## src/rtl/mem_stage.sv

```systemverilog
// mem_stage: memory-access stage of the 5-stage pipeline.
// Builds a byte-lane data-memory request with a req/ack handshake, holds the
// upstream pipeline while memory is busy, aligns/extends load data and owns
// the MEM/WB register.
// Optional feature: MEM_MISALIGN_TRAP_EN (adds Misalign_wb, traps misaligned
// half/word accesses instead of forcing them onto the aligned lane).
module mem_stage #(
  parameter int TIMEOUT_CYC = 16
) (
  input  logic        clk,
  input  logic        rst,
  input  logic        MemRead_mem,
  input  logic        MemWrite_mem,
  input  logic        MemToReg_mem,
  input  logic        RegWrite_mem,
  input  logic [1:0]  MemSize_mem,
  input  logic        MemSigned_mem,
  input  logic [4:0]  WriteReg_mem,
  input  logic [31:0] ALUResult_mem,
  input  logic [31:0] StoreData_mem,
  output logic        Stall_mem,
  output logic        dmem_req,
  output logic        dmem_we,
  output logic [31:0] dmem_addr,
  output logic [3:0]  dmem_be,
  output logic [31:0] dmem_wdata,
  input  logic [31:0] dmem_rdata,
  input  logic        dmem_ack,
`ifdef MEM_MISALIGN_TRAP_EN
  output logic        Misalign_wb,
`endif
  output logic        MemToReg_wb,
  output logic        RegWrite_wb,
  output logic [4:0]  WriteReg_wb,
  output logic [31:0] MemDout_wb,
  output logic [31:0] ALUResult_wb,
  output logic        BusErr_wb
);

  typedef enum logic {S_IDLE, S_WAIT} state_t;

  // Counter wide enough to hold TIMEOUT_CYC (at least 1 bit when disabled)
  localparam int            CW     = $clog2(TIMEOUT_CYC + 2);
  localparam logic [CW-1:0] TO_VAL = CW'(TIMEOUT_CYC);

  state_t        state_q, state_d;
  logic [CW-1:0] cnt_q, cnt_d;

  logic        MemToReg_q, RegWrite_q, BusErr_q;
  logic [4:0]  WriteReg_q;
  logic [31:0] MemDout_q, ALUResult_q;

  logic        op, misal, req, stall, bus_err, done, take, to_hit;
  logic        is_byte, is_half, is_word;
  logic [1:0]  lane, eff_lane;
  logic [31:0] sh, ld;

  assign op      = MemRead_mem | MemWrite_mem;
  assign lane    = ALUResult_mem[1:0];
  assign is_byte = (MemSize_mem == 2'b00);
  assign is_half = (MemSize_mem == 2'b01);
  assign is_word = MemSize_mem[1];

  // Misaligned half/word accesses are snapped onto their aligned lane
  assign eff_lane = is_half ? {lane[1], 1'b0} : (is_word ? 2'b00 : lane);

`ifdef MEM_MISALIGN_TRAP_EN
  assign misal = op & ((is_half & lane[0]) | (is_word & (lane != 2'b00)));
`else
  assign misal = 1'b0;
`endif

  assign to_hit = (TIMEOUT_CYC != 0) && (cnt_q == TO_VAL);

  // Request formatting: upstream is held during the access, so these stay stable
  always_comb begin
    dmem_addr  = {ALUResult_mem[31:2], 2'b00};
    dmem_we    = MemWrite_mem;
    dmem_be    = 4'b1111;
    dmem_wdata = StoreData_mem;
    if (is_byte) begin
      dmem_wdata = {4{StoreData_mem[7:0]}};
      if (!MemRead_mem) dmem_be = 4'b0001 << eff_lane;
    end else if (is_half) begin
      dmem_wdata = {2{StoreData_mem[15:0]}};
      if (!MemRead_mem) dmem_be = eff_lane[1] ? 4'b1100 : 4'b0011;
    end
  end

  // Load alignment and sign/zero extension
  always_comb begin
    sh = dmem_rdata >> {eff_lane, 3'b000};
    ld = dmem_rdata;
    if (is_byte)      ld = {{24{MemSigned_mem & sh[7]}},  sh[7:0]};
    else if (is_half) ld = {{16{MemSigned_mem & sh[15]}}, sh[15:0]};
  end

  // Handshake FSM next state, wait counter and request/abort decode
  always_comb begin
    state_d = state_q;
    cnt_d   = cnt_q;
    req     = 1'b0;
    bus_err = 1'b0;
    case (state_q)
      S_IDLE: begin
        req = op & ~misal;
        if (req && !dmem_ack) begin
          state_d = S_WAIT;
          cnt_d   = '0;
        end
      end
      S_WAIT: begin
        if (to_hit) begin
          // Abort: drop req this cycle so a late ack is not sampled
          bus_err = 1'b1;
          state_d = S_IDLE;
        end else begin
          req = 1'b1;
          if (dmem_ack) state_d = S_IDLE;
          else          cnt_d   = cnt_q + 1'b1;
        end
      end
      default: state_d = S_IDLE;
    endcase
  end

  assign stall = req & ~dmem_ack;
  assign done  = req & dmem_ack;
  assign take  = ~stall & ~bus_err & ~misal;

  // Reset kills the request combinationally even if upstream still presents an op
  assign dmem_req  = req & ~rst;
  assign Stall_mem = stall & ~rst;

  // FSM state and wait counter
  always_ff @(posedge clk or posedge rst) begin
    if (rst) begin
      state_q <= S_IDLE;
      cnt_q   <= '0;
    end else begin
      state_q <= state_d;
      cnt_q   <= cnt_d;
    end
  end

  // MEM/WB register: stalls, aborts and traps load a bubble
  always_ff @(posedge clk or posedge rst) begin
    if (rst) begin
      MemToReg_q  <= 1'b0;
      RegWrite_q  <= 1'b0;
      WriteReg_q  <= '0;
      ALUResult_q <= '0;
      MemDout_q   <= '0;
      BusErr_q    <= 1'b0;
    end else begin
      MemToReg_q  <= take & MemToReg_mem;
      RegWrite_q  <= take & RegWrite_mem;
      WriteReg_q  <= WriteReg_mem;
      ALUResult_q <= ALUResult_mem;
      MemDout_q   <= (done & MemRead_mem) ? ld : 32'h0;
      BusErr_q    <= bus_err;
    end
  end

`ifdef MEM_MISALIGN_TRAP_EN
  logic misal_q;
  // One-cycle misalignment trap pulse
  always_ff @(posedge clk or posedge rst) begin
    if (rst) misal_q <= 1'b0;
    else     misal_q <= misal;
  end
  assign Misalign_wb = misal_q;
`endif

  assign MemToReg_wb  = MemToReg_q;
  assign RegWrite_wb  = RegWrite_q;
  assign WriteReg_wb  = WriteReg_q;
  assign ALUResult_wb = ALUResult_q;
  assign MemDout_wb   = MemDout_q;
  assign BusErr_wb    = BusErr_q;

endmodule

```

## config.mk

```make
export PLATFORM = sky130hd
export DESIGN_NAME = mem_stage
export DESIGN_NICKNAME = d
export VERILOG_FILES = /design/src/rtl/mem_stage.sv
export SDC_FILE = /design/constraint.sdc
export NUM_CORES = 1
export LEC_CHECK = 0
export ABC_AREA = 1
export CORE_MARGIN = 2
export CORE_UTILIZATION = 39
export CTS_BUF_LIST = sky130_fd_sc_hd__clkbuf_16
export CTS_CLUSTER_SIZE = 8
export DETAILED_ROUTE_END_ITERATION = 8
export HOLD_SLACK_MARGIN = 0.12
export PLACE_DENSITY = 0.89
export SKIP_LAST_GASP = 1
export SLEW_MARGIN = 20
export SYNTH_ARGS = -nofsm -noshare
export SYNTH_HDL_FRONTEND = slang
export SYNTH_SLANG_ARGS = --single-unit
```

## constraint.sdc

```tcl
create_clock -name clk -period 6.35 [get_ports clk]
set_clock_uncertainty 0.1 [all_clocks]
set_input_delay 1.27 -clock clk [delete_from_list [all_inputs] [get_ports clk]]
set_output_delay 1.27 -clock clk [all_outputs]
set_load 0.02 [all_outputs]
```

==> key figures <==
Status
  – Status: complete, no violations

Cells and area
  – Fin util: between 60 and 70%
  – Ant. Diodes: 0
  – Layout cells sized above 1: under 10%
  – Filler cells: ~730
  – Area delta synth->final: 68.52%
  – Finished Cell Area: 6330 um^2
  – Final Net Count: about 740

Worst hold path
  – Min-delay worst type: flop to flop

Logic synthesis
  – Top cells by area, synth: dfrtp_1 52%, buf_4 8.6%, nand2_1 8.6%
  – Number of synthesis warnings: 0
  – Gate Count Post-Synth: between 400 and 500
  – Post-synthesis sequential area ratio: around 52%
  – Post-Syn Area: about 3800 um^2
  – Unique masters post-synth: 34
  – Cell taking the most area after synthesis: dfrtp_1
  – Avg Inst Size Synth: between 9 and 10 um^2
  – Post-synth top area share: 51.97%
  – FF+latch count, synth: 78

Clock network
  – CTS tree: done
  – Num CTS Buffers: 9
  – Post-cts sizing count: 0
  – CTS sink count: between 70 and 80
  – H-tree depth: 3
  – Post-CTS Setup Bufs: 0
  – Worst skew pair latency: between 0.3 and 0.4 ns
  – Clock Root Buffer: clkbuf_16
  – Post-CTS Hold Fix Bufs: 0
  – Clock tree buffer depth: 2
  – Clock transition at path regs: approximately 0.060 ns

Placed design
  – Post-DP Area: 6038 um^2
  – Port bufs: between 200 and 300
  – RD Place Congestion: between 1 and 1.5
  – Detail Placement HPWL: 10.41 mm

GRT
  – Vias in the first global route: 3651
  – GRT Total Usage: 24.71%
  – Pin count of the biggest net entering global routing: 68
  – First-pass GRT wire length: 19.38 mm
  – Grt ovf: 0
  – Initial antenna violation count: 0

Routing
  – Drt via density: 4.800
  – Post-detailed-route wirelength per cell: 17.14 um
  – Final wirelength: roughly 13 mm
  – TritonRoute pass-1 iters: 5
  – Post-DRT Antenna Nets: 0
  – Vias: 3643
  – DRC Markers: 0
  – DR iter-0 viols: 175

Power and ir drop
  – LEAKAGE: between 2 and 3 nW
  – Power Dens Cells: between 200 and 250 nW/um^2
  – Max VDD drop: roughly 120 uV

Setup path
  – Critical Path, Cell by Cell: clkdlybuf4s50_1 -> buf_4 -> inv_1 -> nand2_1 -> inv_1 -> nand2_1 -> nand3_1 -> clkdlybuf4s50_1
  – Critical path data arrival time: between 3 and 4 ns
  – Worst Setup Start Kind: input pin
  – Critical path class: input pin to output pin
  – Worst path slowest cell: clkdlybuf4s50_1
  – Worst-path maximum fanout: 29
  – Worst setup EP type: output pin
  – Worst path required time: approximately 5.0 ns
  – Critical path's largest stage delay: slightly above 0.6 ns
  – Critical Path Source: MemSize_mem[1]
  – Worst reg2reg path depth: 7
  – Reg2Reg Setup Slack: between 4 and 5 ns
  – Worst flop-to-flop path startpoint: cnt_q[0]$_DFFE_PP0P_
  – R2r endpoint: MemDout_wb[16]$_DFF_PP0_
  – Crit path capture: dmem_wdata[31]

Floorplan
  – Row count: 35
  – DIE WIDTH: 102.1 um
  – Core area: between 9000 and 10000 um^2
  – Starting Density: 40.46%
  – # IOs: 254
  – Die Span Y: just over 100 um
  – Area of the die: about 10000 um^2

Timing
  – Final Hold Fails: 0
  – Sum Neg Setup Slack: 0 ns
  – Worst-margin pin slew: about 0.83 ns
  – Final period util: a little over four fifths
  – Max Fclk: between 150 and 200 MHz
  – # setup viols final: 0
  – Fin. max-slew vios: 0
  – Slew Limit Headroom: 44.82%
  – Min Clock Period, post-route: 5.317 ns
  – RSZ-0062 raised after global routing: false

Job
  – Maxcap violations: 0
## cells by family (layout without fill, tap and decap cells)
family          Yosys count  in the layout  share of synthesized area, %
fa+ha+maj                 2              2                        0.6661
simple gates            185            185                         23.32
other cells               1              2                       0.09984
buf+inv                  95            309                         14.99
compound gates           54             54                         8.961
flops                    78             78                         51.97
## critical path, delay by kind of cell
family | cells | cell delay, ns
buf+inv | 5 | 2.04
simple gates | 3 | 0.61
## cell type report
class / instances / area, um^2 / area share (%)
clock inverters: 7 / 66.31 / 1.048
repair buffers: 253 / 2527 / 39.93
inverters: 40 / 152.6 / 2.412
flip-flops and latches: 78 / 1952 / 30.84
multi-input cells: 243 / 1245 / 19.67
well taps: 129 / 161.4 / 2.550
clock buffers: 9 / 225.2 / 3.558
## layer usage
metal | vias to the layer above | routed length, um | global-route usage [%]
met5 | - | 0 | 0
met4 | 0 | 293 | 7.692
met3 | 22 | 1137 | 5.882
met2 | 228 | 6841 | 45.65
met1 | 1680 | 4739 | 28.15
li1 | 1713 | - | -
## metrics by stage
| step | power (mW) | cells | hold WS [ns] | setup WS (ns) |
|---|---|---|---|---|
| global placement | 0.8893 | 743 | 0.4235 | 1.163 |
| global route | 1.440 | 759 | 0.4898 | 0.7965 |
| detailed placement | 0.8958 | 743 | 0.4544 | 1.058 |
| CTS | 1.395 | 759 | 0.4673 | 1.049 |
| floorplan | 0.7119 | 416 | 0.3966 | 2.768 |
| finish | 1.383 | 759 | 0.4747 | 1.033 |
## placed cells by master, fill, tap and decap left out, types with 2 or more instances in the layout
cell             instances
a21oi_1                  3
inv_1                   40
nand4_1                  5
a31oi_1                  2
or2_2                    9
clkbuf_16                9
nand2_4                  4
clkinv_2                 3
o211ai_1                 8
clkdlybuf4s50_1        251
o221ai_1                 7
nand2_1                 86
dfrtp_1                 78
ha_1                     2
a31o_2                   2
nand3_1                 26
conb_1                   2
nor2_1                  41
clkinvlp_4               2
o21ai_0                 30
buf_4                    2
nor2_2                   5
## cell usage after synthesis (all sizes together)
master,n
nand3,28
nand4,5
nor3,2
o21ai,30
nor2,48
a21oi,3
nand3b,2
clkinv,1
a31oi,2
nand2,91
clkbuf,7
inv,39
conb,1
dfrtp,78
o211ai,8
ha,2
o2111ai,1
o221ai,7
o21bai,1
or2,9
a31o,2
buf,48
## power by group
part           internal, mW  switching [mW]
clock network         0.302           0.194
registers             0.523          0.0110
logic                 0.173           0.180
## how the worst min path moves through the flow
stage	startpoint	to	slack, ns	cells after the start
after floorplan	cnt_q[4]$_DFFE_PP0P_	cnt_q[4]$_DFFE_PP0P_	0.40	2
after global placement	cnt_q[4]$_DFFE_PP0P_	cnt_q[4]$_DFFE_PP0P_	0.42	2
after detailed placement	cnt_q[4]$_DFFE_PP0P_	cnt_q[4]$_DFFE_PP0P_	0.45	2
after CTS	cnt_q[4]$_DFFE_PP0P_	cnt_q[4]$_DFFE_PP0P_	0.47	2
after global routing	cnt_q[4]$_DFFE_PP0P_	cnt_q[4]$_DFFE_PP0P_	0.49	2
final	cnt_q[4]$_DFFE_PP0P_	cnt_q[4]$_DFFE_PP0P_	0.47	2
## flip-flops by register name, summed over array words and instances (netlist names)
signal        flops
state_q           1
BusErr_wb         1
cnt_q             5
MemDout_wb       32
RegWrite_wb       1
ALUResult_wb     32
MemToReg_wb       1
WriteReg_wb       5
Note: power is estimated with default switching activity, not from simulation.
